[src/rtl/recipe_seq_pkg.sv]
// Purpose : shared types and defaults for the recipe sequencer (state enum, default sizes, legacy recipe masks).
// Latency : n/a (declarations only).
// Backpressure: n/a.
// Ingredient indices of the legacy coffee maker: water=0, coffee=1, milk=2, choco=3, sugar=4.
package recipe_seq_pkg;

    typedef enum logic [1:0] {
        ST_IDLE     = 2'd0,
        ST_LOAD     = 2'd1,
        ST_DISPENSE = 2'd2,
        ST_DONE     = 2'd3
    } state_t;

    localparam int NUM_ING_DEF     = 5;
    localparam int NUM_RECIPES_DEF = 4;

    localparam int ING_WATER  = 0;
    localparam int ING_COFFEE = 1;
    localparam int ING_MILK   = 2;
    localparam int ING_CHOCO  = 3;
    localparam int ING_SUGAR  = 4;

    // Legacy recipes: 0 = water+coffee+sugar, 1/2 = +milk, 3 = +milk+choco.
    localparam logic [NUM_ING_DEF-1:0] LEGACY_MASK_0 = 5'b10011;
    localparam logic [NUM_ING_DEF-1:0] LEGACY_MASK_1 = 5'b10111;
    localparam logic [NUM_ING_DEF-1:0] LEGACY_MASK_2 = 5'b10111;
    localparam logic [NUM_ING_DEF-1:0] LEGACY_MASK_3 = 5'b11111;

    // Packed in recipe_mask port order: recipe r occupies bits [r*NUM_ING +: NUM_ING].
    localparam logic [NUM_RECIPES_DEF*NUM_ING_DEF-1:0] LEGACY_RECIPE_MASKS =
        {LEGACY_MASK_3, LEGACY_MASK_2, LEGACY_MASK_1, LEGACY_MASK_0};

endpackage

[src/rtl/next_ing_finder.sv]
// Purpose : priority encoder returning the lowest set bit of mask above cur (or from bit 0 when from_start).
// Latency : combinational, zero cycles.
// Backpressure: none.
// Ports   : mask/cur/from_start in; found (a candidate exists) and idx (its index) out.
module next_ing_finder
    import recipe_seq_pkg::*;
#(
    parameter int NUM_ING = NUM_ING_DEF,
    parameter int IW      = $clog2(NUM_ING)
) (
    input  logic [NUM_ING-1:0] mask,
    input  logic [IW-1:0]      cur,
    input  logic               from_start,
    output logic               found,
    output logic [IW-1:0]      idx
);

    // Scan from the top down so the last hit written is the lowest eligible bit.
    always_comb begin
        found = 1'b0;
        idx   = '0;
        for (int i = NUM_ING - 1; i >= 0; i--) begin
            if (mask[i] && (from_start || (i > int'(cur)))) begin
                found = 1'b1;
                idx   = IW'(i);
            end
        end
    end

endmodule

[src/rtl/recipe_sequencer.sv]
// Purpose : steps through the enabled ingredient valves of a selected recipe, one timer handshake per valve.
// Latency : ok -> first valve 1 cycle; per ingredient 1 (LOAD) + T + 1 cycles; last t_expired -> done 1 cycle.
// Backpressure: ok ignored while busy; t_expired honoured only in DISPENSE.
// Ports   : clk/reset (sync, active-high); ok, c_type, recipe_mask, t_expired, cancel in;
//           ing_type, start_timer, ingredientes (one-hot valves), busy, done out (all registered).
// Build option: define RECIPE_SEQ_CANCEL_EN to let cancel abort a running recipe; otherwise cancel is ignored.
module recipe_sequencer
    import recipe_seq_pkg::*;
#(
    parameter int NUM_ING     = NUM_ING_DEF,
    parameter int NUM_RECIPES = NUM_RECIPES_DEF,
    parameter int IW          = $clog2(NUM_ING),
    parameter int RW          = $clog2(NUM_RECIPES)
) (
    input  logic                           clk,
    input  logic                           reset,
    input  logic                           ok,
    input  logic [RW-1:0]                  c_type,
    input  logic [NUM_RECIPES*NUM_ING-1:0] recipe_mask,
    input  logic                           t_expired,
    input  logic                           cancel,
    output logic [IW-1:0]                  ing_type,
    output logic                           start_timer,
    output logic [NUM_ING-1:0]             ingredientes,
    output logic                           busy,
    output logic                           done
);

`ifdef RECIPE_SEQ_CANCEL_EN
    localparam bit CANCEL_EN = 1'b1;
`else
    localparam bit CANCEL_EN = 1'b0;
`endif

    localparam logic [NUM_ING-1:0] ONE_HOT_0 = {{(NUM_ING-1){1'b0}}, 1'b1};

    state_t             state_q, state_d;
    logic [IW-1:0]      cur_q, cur_d;
    logic [NUM_ING-1:0] mask_q, mask_d;
    logic [NUM_ING-1:0] sel_mask;
    logic [NUM_ING-1:0] find_mask;
    logic               find_from_start;
    logic               find_found;
    logic [IW-1:0]      find_idx;
    logic               cancel_req;

    logic [IW-1:0]      ing_type_d;
    logic               start_timer_d;
    logic [NUM_ING-1:0] ingredientes_d;
    logic               busy_d;
    logic               done_d;

    assign cancel_req = CANCEL_EN & cancel;

    // Recipe lookup; a select beyond NUM_RECIPES matches nothing and yields an empty mask.
    always_comb begin
        sel_mask = '0;
        for (int r = 0; r < NUM_RECIPES; r++) begin
            if (int'(c_type) == r) begin
                sel_mask = recipe_mask[r*NUM_ING +: NUM_ING];
            end
        end
    end

    // One encoder serves both searches: inclusive on the fresh mask in IDLE,
    // strictly above cur on the latched mask while dispensing.
    assign find_from_start = (state_q == ST_IDLE);
    assign find_mask       = (state_q == ST_IDLE) ? sel_mask : mask_q;

    next_ing_finder #(
        .NUM_ING (NUM_ING),
        .IW      (IW)
    ) u_finder (
        .mask       (find_mask),
        .cur        (cur_q),
        .from_start (find_from_start),
        .found      (find_found),
        .idx        (find_idx)
    );

    // Next state plus the output values that go with it; outputs are then
    // registered so they describe the state entered on the same edge.
    always_comb begin
        state_d        = state_q;
        cur_d          = cur_q;
        mask_d         = mask_q;
        ing_type_d     = ing_type;
        ingredientes_d = ingredientes;
        start_timer_d  = 1'b0;
        done_d         = 1'b0;

        case (state_q)
            ST_IDLE: begin
                if (ok) begin
                    mask_d = sel_mask;
                    if (find_found) begin
                        state_d        = ST_LOAD;
                        cur_d          = find_idx;
                        ing_type_d     = find_idx;
                        ingredientes_d = ONE_HOT_0 << find_idx;
                    end else begin
                        state_d        = ST_DONE;
                        ingredientes_d = '0;
                        done_d         = 1'b1;
                    end
                end
            end
            ST_LOAD: begin
                if (cancel_req) begin
                    state_d        = ST_DONE;
                    ingredientes_d = '0;
                    done_d         = 1'b1;
                end else begin
                    state_d       = ST_DISPENSE;
                    start_timer_d = 1'b1;
                end
            end
            ST_DISPENSE: begin
                // Cancel wins over a simultaneous expiry.
                if (cancel_req) begin
                    state_d        = ST_DONE;
                    ingredientes_d = '0;
                    done_d         = 1'b1;
                end else if (t_expired) begin
                    if (find_found) begin
                        state_d        = ST_LOAD;
                        cur_d          = find_idx;
                        ing_type_d     = find_idx;
                        ingredientes_d = ONE_HOT_0 << find_idx;
                    end else begin
                        state_d        = ST_DONE;
                        ingredientes_d = '0;
                        done_d         = 1'b1;
                    end
                end
            end
            ST_DONE: begin
                state_d        = ST_IDLE;
                ingredientes_d = '0;
            end
            default: begin
                state_d        = ST_IDLE;
                ingredientes_d = '0;
            end
        endcase

        busy_d = (state_d != ST_IDLE);
    end

    always_ff @(posedge clk) begin
        if (reset) begin
            state_q      <= ST_IDLE;
            cur_q        <= '0;
            mask_q       <= '0;
            ing_type     <= '0;
            start_timer  <= 1'b0;
            ingredientes <= '0;
            busy         <= 1'b0;
            done         <= 1'b0;
        end else begin
            state_q      <= state_d;
            cur_q        <= cur_d;
            mask_q       <= mask_d;
            ing_type     <= ing_type_d;
            start_timer  <= start_timer_d;
            ingredientes <= ingredientes_d;
            busy         <= busy_d;
            done         <= done_d;
        end
    end

endmodule

[config.mk]
export PLATFORM = sky130hd
export DESIGN_NAME = recipe_sequencer
export DESIGN_NICKNAME = d
export VERILOG_FILES = /design/src/rtl/recipe_seq_pkg.sv /design/src/rtl/next_ing_finder.sv /design/src/rtl/recipe_sequencer.sv
export SDC_FILE = /design/constraint.sdc
export NUM_CORES = 1
export LEC_CHECK = 0
export BUFFER_PORTS_ARGS = -buffer_cell sky130_fd_sc_hd__clkbuf_2
export CORE_MARGIN = 2
export CORE_UTILIZATION = 35
export CTS_CLUSTER_SIZE = 14
export DETAILED_ROUTE_END_ITERATION = 12
export PLACE_DENSITY = 0.57
export SLEW_MARGIN = 20
export SYNTH_ARGS = -nofsm -noshare
export SYNTH_HDL_FRONTEND = slang
export SYNTH_SLANG_ARGS = --single-unit
[constraint.sdc]
create_clock -name clk -period 3.1 [get_ports clk]
set_clock_uncertainty 0.15 [all_clocks]
set_input_delay 0.62 -clock clk [delete_from_list [all_inputs] [get_ports clk]]
set_output_delay 0.62 -clock clk [all_outputs]
set_load 0.02 [all_outputs]
==> results of run 1 <==
==> flip-flops by register name, indices dropped and copies added, names as in the netlist <==
signal,count
busy,1
done,1
ing_type,3
ingredientes,5
mask_q,4
start_timer,1
state_q,2
==> Yosys cell counts <==
cell type  count  area, um2
nor3_1         4       20.0
nand4b_1       1       8.76
o21ai_0        1       5.00
buf_4          4       30.0
a31oi_4        1       21.3
o21bai_1       1       7.51
nand2b_1       3       18.8
mux4_1         2       52.6
or2_2          1       6.26
nor2_1        11       41.3
and2b_1        1       7.51
nand3_1        2       10.0
buf_6          1       11.3
a21o_1         1       7.51
a22oi_1        2       15.0
a211oi_1       1       7.51
clkbuf_2       1       5.00
nand4_1        1       6.26
o41ai_2        1       16.3
and2_1         2       12.5
nor4b_1        1       8.76
or2_0          1       6.26
nor3b_1        2       15.0
o22ai_1        2       12.5
clkbuf_1       1       3.75
mux2_2         1       11.3
mux2_4         2       30.0
a221o_2        1       11.3
nand2_1       14       52.6
and3_2         1       7.51
and3b_1        1       8.76
dfxtp_1       17        340
nor2b_1        2       12.5
inv_1          1       3.75
mux2i_1        4       40.0
nor2_4         1       11.3
a21boi_1       1       7.51
a211oi_2       1       12.5
a21oi_2        1       8.76
a21oi_1        6       30.0
a31oi_1        1       6.26
a22o_1         2       17.5
mux4_2         3       67.6
==> through the flow <==
stage,util (%),std cells
2_1_floorplan,-,109
3_3_place_gp,43.3,169
3_5_place_dp,43.3,169
4_1_cts,44.3,173
5_1_grt,44.3,173
6_report,44.3,173
==> final cells by class <==
class                      count  area, um2  share of cell area (%)
sequential                    17        340                    27.6
tap                           31       38.8                    3.15
inverter                       1       3.75                   0.305
clock buffer                   3       22.5                    1.83
clock inverter                 1       5.00                   0.406
timing repair buffer          36        180                    14.6
multi-input combinational     84        642                    52.1
==> layout by cell type, fill, tap and decap left out, types with 2 or more instances in the layout <==
cell	n
a21oi_1	6
a22o_1	2
a22oi_1	2
and2_1	2
clkbuf_2	36
clkbuf_4	3
dfxtp_1	17
mux2_4	2
mux2i_1	4
mux4_1	2
mux4_2	3
nand2_1	14
nand2b_1	3
nand3_1	2
nor2_1	11
nor2b_1	2
nor3_1	4
nor3b_1	2
o22ai_1	2
==> critical path: stages (launching register included) <==
cell,delay (ns)
dfxtp_1,0.39
nor2_1,0.60
nand2_1,0.30
o22ai_1,0.29
nor3b_1,0.33
a22o_1,0.19
==> routing by layer <==
metal	GRT usage [%]	routed length, um	vias to the layer above
met4	8.97	51	0
met2	24.7	1100	31
met5	0	0	-
met3	1.54	111	4
li1	-	-	470
met1	17.1	1040	427
==> logic make-up after synthesis <==
family	after synthesis	share of synthesized area, %
flip-flops	17	32.9
AO/OA/AOI/OAI	23	18.0
AND/OR/NAND/NOR	49	24.5
multiplexers	12	19.4
buffers and inverters	8	5.19
==> path summary, 6_finish.rpt <==
path                   start         endpoint  slack (ns)  cells after the start
setup / recovery  state_q[1]  ingredientes[3]        0.80                      5
hold / removal     mask_q[3]        mask_q[3]        0.31                      2
setup reg to reg  state_q[1]  ingredientes[3]        0.80                      5
hold reg to reg    mask_q[3]        mask_q[3]        0.31                      2
==> power by group <==
group	total (uW)	switching, uW	internal, uW
Clock	118	70.3	48.0
Combinational	211	119	92.4
Sequential	258	18.4	240
==> results.md, run 1 <==
- Status: finished, final reports clean
- Fmax achieved: between 0.4 and 0.5 GHz
- Total number of yosys warnings: 0
- Gr usage total: approximately 14%
- Cell Area, Placed: around 1200 um2
- Final setup fails: 0
- H-tree level count: 1
- Cts repair resizes: 0
- Worst setup EP type: register
- Post-Synthesis Cells: ~110
- Worst-skew pair later-pin latency: roughly 0.3 ns
- DRC: 0
- Post-DP HPWL: between 1.5 and 2 mm
- Unique masters post-synth: 43
- Vias/cell: 5.39
- Site Rows: 19
- Avg Synthesized Cell Area: roughly 9.5 um2
- Wire length per cell: 13.3 um
- NumNets Final: 170
- Total vias in the final route: 932
- Sequential area share after synthesis: between 30% and 40%
- CTS tree: built
- Pwr Total: 588 uW
- Worst-Margin Slew: 0.757 ns
- Final hold violation count: 0
- Post-route cell area: 1230 um2
- Worst EP required: around 3.2 ns
- Fin. max-slew vios: 0
- Diode count: 0
- Seq cells post-synth: 17
- Post-CTS Setup Repair Bufs: 0
- Layout area overhead: 19.0%
- Max Cap Violations: 0
- Die width: 58.4 um
- # clock sinks: 17
- Startpoint Class: register
- Port Buf Inserts: 36
- Die area: 3410 um2
- Routed Antenna Nets: 0
- Largest net degree at the start of global routing: 20
- PD cells: 477 nW/um2
- Pre-antenna DRT Iters: 4
- Number of DRC markers in iteration 0: 10
- IO Count: 38
- Initial Util: 37.2%
- Fill cells: 284
- First-pass GRT wire length: 3.68 mm
- Min-Delay Path Class: register to register
- Worst Path Arrival: 2.40 ns
- Rel. slew slack: 49.2%
- Dpl ws: 0.512 ns
- Maximum vdd drop: 0.227 mV
- Post-route worst hold slack: 0.308 ns
- Period utilisation layout: 74.3%
- Post-Syn Area: ~1000 um2
- Bufs on Longest Clock Path: 2
- Fraction of layout cells with a size suffix above 1: 38.0%
- Post-layout min period: 2.30 ns
- RSZ-0062 raised after global routing: no
- Static Leak: 0.000545 uW
- Core area: 2780 um2
- Inserted Clock Buffers: 3
- DRT Wirelength: 2.29 mm
- Root buffer cell: clkbuf_4
- CTS Hold Bufs: 0
- Synthesized net count: 136
- Worst setup margin: 0.798 ns
- Setup_tns: 0 ns
- Critical path class: register to register
- RePlAce Congestion: 0.746
- Chip Height: 58.4 um
- Vias in the first global route: 854
- CP max FO: 12
- Initial antenna violation count: 0
- Clk pin slew, worst setup/hold paths: 0.11 ns
- Total global routing overflow: 0
Note: power is estimated with default switching activity, not from simulation.
==> run 2: changes to the inputs <==
--- a/config.mk
+++ b/config.mk
@@ -10,7 +10,7 @@
 export CORE_UTILIZATION = 35
 export CTS_CLUSTER_SIZE = 14
 export DETAILED_ROUTE_END_ITERATION = 12
-export PLACE_DENSITY = 0.57
+export PLACE_DENSITY = 0.59
 export SLEW_MARGIN = 20
 export SYNTH_ARGS = -nofsm -noshare
 export SYNTH_HDL_FRONTEND = slang
==> constraint.sdc (replaced) <==
create_clock -name clk -period 1.85 [get_ports clk]
set_clock_uncertainty 0.15 [all_clocks]
set_input_delay 0.37 -clock clk [delete_from_list [all_inputs] [get_ports clk]]
set_output_delay 0.37 -clock clk [all_outputs]
set_load 0.02 [all_outputs]
==> run 2 against run 1 <==
Compared with the run above:
- critical path depth is 1 higher
- hold slack got worse by 0.030 ns
- largest cell class unchanged
- combinational power is 120% higher
- critical path type is now input pin to register
- largest power group is now combinational logic
- via count rose by 7.5%
==> results.md, run 2 (same netlist as run 1, synthesis figures left out) <==
- Gr usage total: 16.7% (+2.3 points)
- Clk pin slew, worst setup/hold paths: 0.10 ns (about the same)
- Inserted Clock Buffers: 3 (unchanged)
- Pwr Total: 1100 uW (+87%)
- DRT Wirelength: 2.53 mm (+10%)
- Vias in the first global route: 1036 (+21%)
- GR Layer Usage met2: 30.8% (+6.1 points)
- # clock sinks: 17 (unchanged)
- Maximum vdd drop: 0.498 mV (+120%)
- RSZ-0062 raised after global routing: yes
- Static Leak: 0.000666 uW (+22%)
- Worst Path Arrival: 1.87 ns (-0.53 ns)
- Gr busiest metal: met2
- Most frequent cells in the layout: 35 x clkbuf_2, 24 x buf_4, 16 x dfxtp_1
- H-tree level count: 1 (unchanged)
- DRC: 0 (unchanged)
- Final setup fails: 0 (unchanged)
- CTS Hold Bufs: 0 (unchanged)
- Startpoint Class: input pin
- Post-CTS Setup Repair Bufs: 0 (unchanged)
- Setup_tns: 0 ns (unchanged)
- Die area: 3410 um2 (unchanged)
- Bufs on Longest Clock Path: 2 (unchanged)
- Met3 GRT Util: 1.76% (+0.22 points)
- Root buffer cell: clkbuf_4
- Total global routing overflow: 0 (unchanged)
- Pre-antenna DRT Iters: 4 (unchanged)
- FF-to-FF setup slack: 0.08 ns (-0.72 ns)
- Worst setup EP type: register
- Site Rows: 19 (unchanged)
- Critical path class: input pin to register
- Worst reg2reg endpoint: ing_type[0]
- Buf/Inv on CP: 1 (+1)
- Status: finished, final reports clean
- Post-DP HPWL: 2.13 mm (+12%)
- Layout area overhead: 38.4%
- CP max FO: 5 (-7)
- Total vias in the final route: 1002 (+7.5%)
- Initial Util: 37.2% (unchanged)
- Worst EP required: 1.90 ns (-1.30 ns)
- Crit-path cells: clkbuf_8, mux4_2, mux2_4, a31oi_4, a21oi_2, mux2_4
- Port Buf Inserts: 36 (unchanged)
- Max Cap Violations: 0 (unchanged)
- Wire length per cell: 12.9 um (-3.0%)
- Largest net degree at the start of global routing: 20 (unchanged)
- Critical Path Stages: 6 (+1)
- Slowest CP cell: mux4_2
- Number of DRC markers in iteration 0: 16 (+6)
- Period utilisation layout: 98.5%
- Max incr delay on CP: 0.51 ns (-0.09 ns)
- Crit. Startpoint: c_type[0]
- Final Util: 51.6% (+7.2 points)
- Die width: 58.4 um (unchanged)
- CTS tree: built
- Initial antenna violation count: 0 (unchanged)
- Min-Delay Path Class: input pin to register
- Rel. slew slack: 73.4% (+24 points)
- R2r worst-path depth: 5 (unchanged)
- NumNets Final: 194 (+14%)
- R2r startpoint: ing_type[1]
- Fmax achieved: 0.549 GHz
- Diode count: 0 (unchanged)
- Fraction of layout cells with a size suffix above 1: 47.6% (+9.6 points)
- PD cells: 764 nW/um2 (+60%)
- Most flops, register: ingredientes
- Post-route worst hold slack: 0.278 ns (-0.0300 ns)
- Worst-skew pair later-pin latency: 0.30 ns (about the same)
- Vias/cell: 5.09 (-5.6%)
- Non-filler cells, final: 197 (+14%)
- RePlAce Congestion: 0.839 (+13%)
- Core area: 2780 um2 (unchanged)
- Critical path's most frequent cell: mux2_4
- Worst-Margin Slew: 0.400 ns (-0.357 ns)
- Cts repair resizes: 2 (+2)
- Chip Height: 58.4 um (unchanged)
- CP top delay family: multiplexers
- Top flop regs: ingredientes: 5 flops, mask_q: 4 flops, ing_type: 3 flops
- Met1 Use GR: 18.6% (+1.5 points)
- First-pass GRT wire length: 4.35 mm (+18%)
- Commonest non-fill, non-tap cell in the layout: clkbuf_2
- Fin. max-slew vios: 0 (unchanged)
- End point of the critical path: ing_type[0]
- Max reg flops: 5 (unchanged)
- Post-layout min period: 1.82 ns
- IO Count: 38 (unchanged)
- Inst Count DP: 193 (+14%)
- Routed Antenna Nets: 0 (unchanged)
- Final hold violation count: 0 (unchanged)
[run 2: cell types whose count changed in the layout (fill, tap and decap cells not counted), sizes merged]
cell	before	now
clkinv	1	0
buf	0	24
clkbuf	39	40
[run 2: routing by layer]
metal,wire (um),vias to the layer above
li1,-,513
met1,1030,448
met2,1310,35
met3,126,6
met4,67,0
met5,0,-
[run 2: worst reg2reg max path: cells and delay by family (launching register included)]
family / cells / cell delay (ns)
compound gates: 3 / 0.72
flops: 1 / 0.41
mux: 1 / 0.29
simple gates: 1 / 0.10
[run 2: power breakdown]
part	switching, uW	total, uW	internal [uW]	leakage, uW
logic	231	468	237	0.000512
registers	22.4	424	402	0.000139
clock network	120	204	84.1	0.0000150
total	374	1100	722	0.000666
[run 2: worst min-delay path by stage]
stage                   start  cells past startpoint          to  slack (ns)
floorplan           mask_q[1]                      2   mask_q[1]        0.28
global placement    mask_q[4]                      2   mask_q[4]        0.29
detailed placement  mask_q[4]                      2   mask_q[4]        0.30
CTS                        ok                      3        busy        0.27
global route        t_expired                      3  state_q[1]        0.33
finish                     ok                      3        busy        0.28
[run 2: final cells by class]
type                    instances  area [um2]
inverters                       1        3.75
flip-flops and latches         17         342
multi-input cells              84         654
fillers                       280        1350
repair buffers                 60         369
well taps                      31        38.8
clock buffers                   4        26.3
[run 2: stage by stage]
| stage | instance area, um2 | worst slack (ns) |
|---|---|---|
| after global routing | 1430 | -0.0168 |
| final | 1430 | 0.0282 |
| after global placement | 1390 | -0.350 |
| after floorplan | 1040 | -0.245 |
| after CTS | 1430 | 0.00595 |
| after detailed placement | 1390 | -0.368 |
==> run 3: changes to the inputs <==
--- a/config.mk
+++ b/config.mk
@@ -8,6 +8,7 @@
 export BUFFER_PORTS_ARGS = -buffer_cell sky130_fd_sc_hd__clkbuf_2
 export CORE_MARGIN = 2
 export CORE_UTILIZATION = 35
+export CTS_BUF_LIST = sky130_fd_sc_hd__clkbuf_4 sky130_fd_sc_hd__clkbuf_8 sky130_fd_sc_hd__clkbuf_16
 export CTS_CLUSTER_SIZE = 14
 export DETAILED_ROUTE_END_ITERATION = 12
 export PLACE_DENSITY = 0.59
==> run 3 against run 2 <==
Compared with the run above:
- count of clock-buffer cells in the layout unchanged
- fmax is 0.19% higher
- first-iteration DRC count up 44%
- critical endpoint unchanged
- highest routed layer unchanged
==> results.md, run 3 (same netlist as run 1, synthesis figures left out) <==
- Status: finished, final reports clean
- DRT Wirelength: 2.55 mm (+0.51%)
- Most flops, register: ingredientes
- Int Power: 737 uW (+2.0%)
- IO Count: 38 (unchanged)
- Post-DP HPWL: 2.13 mm (unchanged)
- Min-Delay Path Class: input pin to register
- Wire length on met2: 1.27 mm (-2.9%)
- Combinational share of power: 42.1% (-0.6 points)
- Largest net degree at the start of global routing: 20 (unchanged)
- Clock power share: 19.7% (+1.0 points)
- Post-layout min period: 1.82 ns (-0.00346 ns)
- CTS Hold Bufs: 0 (unchanged)
- Die width: 58.4 um (unchanged)
- Die area: 3410 um2 (unchanged)
- Site Rows: 19 (unchanged)
- Initial Util: 37.2% (unchanged)
- Core area: 2780 um2 (unchanged)
- Routed Antenna Nets: 0 (unchanged)
- Total vias in the final route: 996 (-0.60%)
- Initial antenna violation count: 0 (unchanged)
- Bufs on Longest Clock Path: 2 (unchanged)
- Pwr Total: 1110 uW (+1.4%)
- R2r worst-path depth: 5 (unchanged)
- Startpoint Class: input pin
- Worst Path Arrival: 1.87 ns (about the same)
- Worst EP required: 1.90 ns (about the same)
- Rel. slew slack: 73.6% (+0.26 points)
- Fraction of layout cells with a size suffix above 1: 48.2% (+0.60 points)
- Worst-skew pair later-pin latency: 0.30 ns (about the same)
- Routed length on met3: 131 um (+4.0%)
- Critical path's most frequent cell: mux2_4
- Area occupied by registers: 342 um2 (unchanged)
- Gr usage total: 16.7% (unchanged)
- Post-CTS Setup Repair Bufs: 0 (unchanged)
- RSZ-0062 raised after global routing: yes
- Max reg flops: 5 (unchanged)
- Total global routing overflow: 0 (unchanged)
- Non-filler cells, final: 197 (unchanged)
- Post-route worst hold slack: 0.273 ns (-0.00549 ns)
- Inst Count DP: 193 (unchanged)
- Final hold violation count: 0 (unchanged)
- Wire length per cell: 12.9 um (+0.51%)
- Worst-Margin Slew: 0.396 ns (-0.00387 ns)
- Buf/Inv on CP: 1 (unchanged)
- Most frequent cells in the layout: 35 x clkbuf_2, 24 x buf_4, 16 x dfxtp_1
- Max Used Layer: met4
- Max incr delay on CP: 0.51 ns (about the same)
- Worst reg2reg endpoint: ing_type[0]
- Hold depth: 3 (unchanged)
- FF-to-FF setup slack: 0.08 ns (about the same)
- Layout area overhead: 38.8%
- Fmax achieved: 0.550 GHz (+0.19%)
- CP max FO: 5 (unchanged)
- # clock sinks: 17 (unchanged)
- Sequential share of power: 38.1% (-0.6 points)
- CP top delay family: multiplexers
- Vias in the first global route: 1038 (+0.19%)
- Period utilisation layout: 98.3% (-0.19 points)
- H-tree level count: 1 (unchanged)
- Worst setup EP type: register
- Static Leak: 0.000669 uW (+0.51%)
- Slowest CP cell: mux4_2
- RePlAce Congestion: 0.839 (unchanged)
- Max Cap Violations: 0 (unchanged)
- First-pass GRT wire length: 4.37 mm (+0.32%)
- Chip Height: 58.4 um (unchanged)
- Commonest non-fill, non-tap cell in the layout: clkbuf_2
- Setup_tns: 0 ns (unchanged)
- Metal-1 WL: 1.07 mm (+4.0%)
- DRC: 0 (unchanged)
- Maximum vdd drop: 0.499 mV (about the same)
- CTS tree: built
- R2r startpoint: ing_type[2]
- Crit-path cells: clkbuf_8, mux4_2, mux2_4, a31oi_4, a21oi_2, mux2_4
- Hold EP: busy
- Final setup fails: 0 (unchanged)
- NetSw: 374 uW (+0.15%)
- Diode count: 0 (unchanged)
- Hold Crit Start: ok
- Clk pin slew, worst setup/hold paths: 0.10 ns (about the same)
- Top flop regs: ingredientes: 5 flops, mask_q: 4 flops, ing_type: 3 flops
- Critical path class: input pin to register
- Inserted Clock Buffers: 3 (unchanged)
- Net Sw Frac: 33.7% (-0.42 points)
- Fin. max-slew vios: 0 (unchanged)
- Fill cells: 279 (-0.36%)
- Vias/cell: 5.06 (-0.60%)
- Root buffer cell: clkbuf_4
- Number of DRC markers in iteration 0: 23 (+7)
- Area taken by multi-input logic gates: 654 um2 (unchanged)
- Port Buf Inserts: 36 (unchanged)
- Pre-antenna DRT Iters: 4 (unchanged)
- PD cells: 773 nW/um2 (+1.1%)
- NumNets Final: 194 (unchanged)
[run 3: changes by cell type in the layout (fill, tap and decap cells not counted)]
cell / delta
clkbuf_1: -1
clkbuf_4: +1
[run 3: area by class of cell]
type | instances | share of cell area, %
flip-flops and latches | 17 | 23.8
clock buffers | 4 | 2.09
well taps | 31 | 2.70
repair buffers | 60 | 25.7
inverters | 1 | 0.261
multi-input cells | 84 | 45.5
[run 3: timing repair]
| action | CTS | global route |
|---|---|---|
| setup endpoints to repair | 2 | 2 |
| gates resized for setup | 2 | 2 |
| pin swaps | 0 | 0 |
[run 3: metal layers]
| metal | vias to the layer above | track usage (%) |
|---|---|---|
| met4 | 0 | 8.97 |
| met3 | 7 | 1.76 |
| met5 | - | 0 |
| li1 | 513 | - |
| met1 | 440 | 18.6 |
| met2 | 36 | 30.8 |
[run 3: worst max-delay path by stage]
stage	from	to	slack, ns	depth (start not counted)
after floorplan	c_type[0]	ing_type[0]	-0.25	6
after global placement	c_type[0]	ing_type[0]	-0.35	6
after detailed placement	c_type[0]	state_q[1]	-0.37	7
after CTS	ing_type[2]	state_q[1]	0.006	6
after global routing	c_type[0]	state_q[1]	-0.02	7
final	c_type[0]	ing_type[0]	0.03	6
[run 3: power groups by stage]
stage | Sequential [uW] | Combinational (uW) | Clock [uW]
3_3_place_gp | 432 | 454 | 0
2_1_floorplan | 453 | 263 | 0
4_1_cts | 424 | 463 | 227
5_1_grt | 428 | 517 | 241
3_5_place_dp | 432 | 461 | 0
6_report | 424 | 468 | 219
[run 3: tightest hold or removal path, stage by stage]
cell and delay, ns:
clkbuf_2 0.11, nor3_1 0.05, a211oi_1 0.15
[run 3: per-stage QoR]
| step | util [%] | cell area, um2 | setup slack (ns) |
|---|---|---|---|
| global placement | 50.0 | 1390 | -0.350 |
| floorplan | - | 1040 | -0.245 |
| detailed placement | 50.0 | 1390 | -0.368 |
| finish | 51.7 | 1440 | 0.0317 |
| global route | 51.7 | 1440 | -0.0170 |
| CTS | 51.4 | 1430 | 0.00554 |
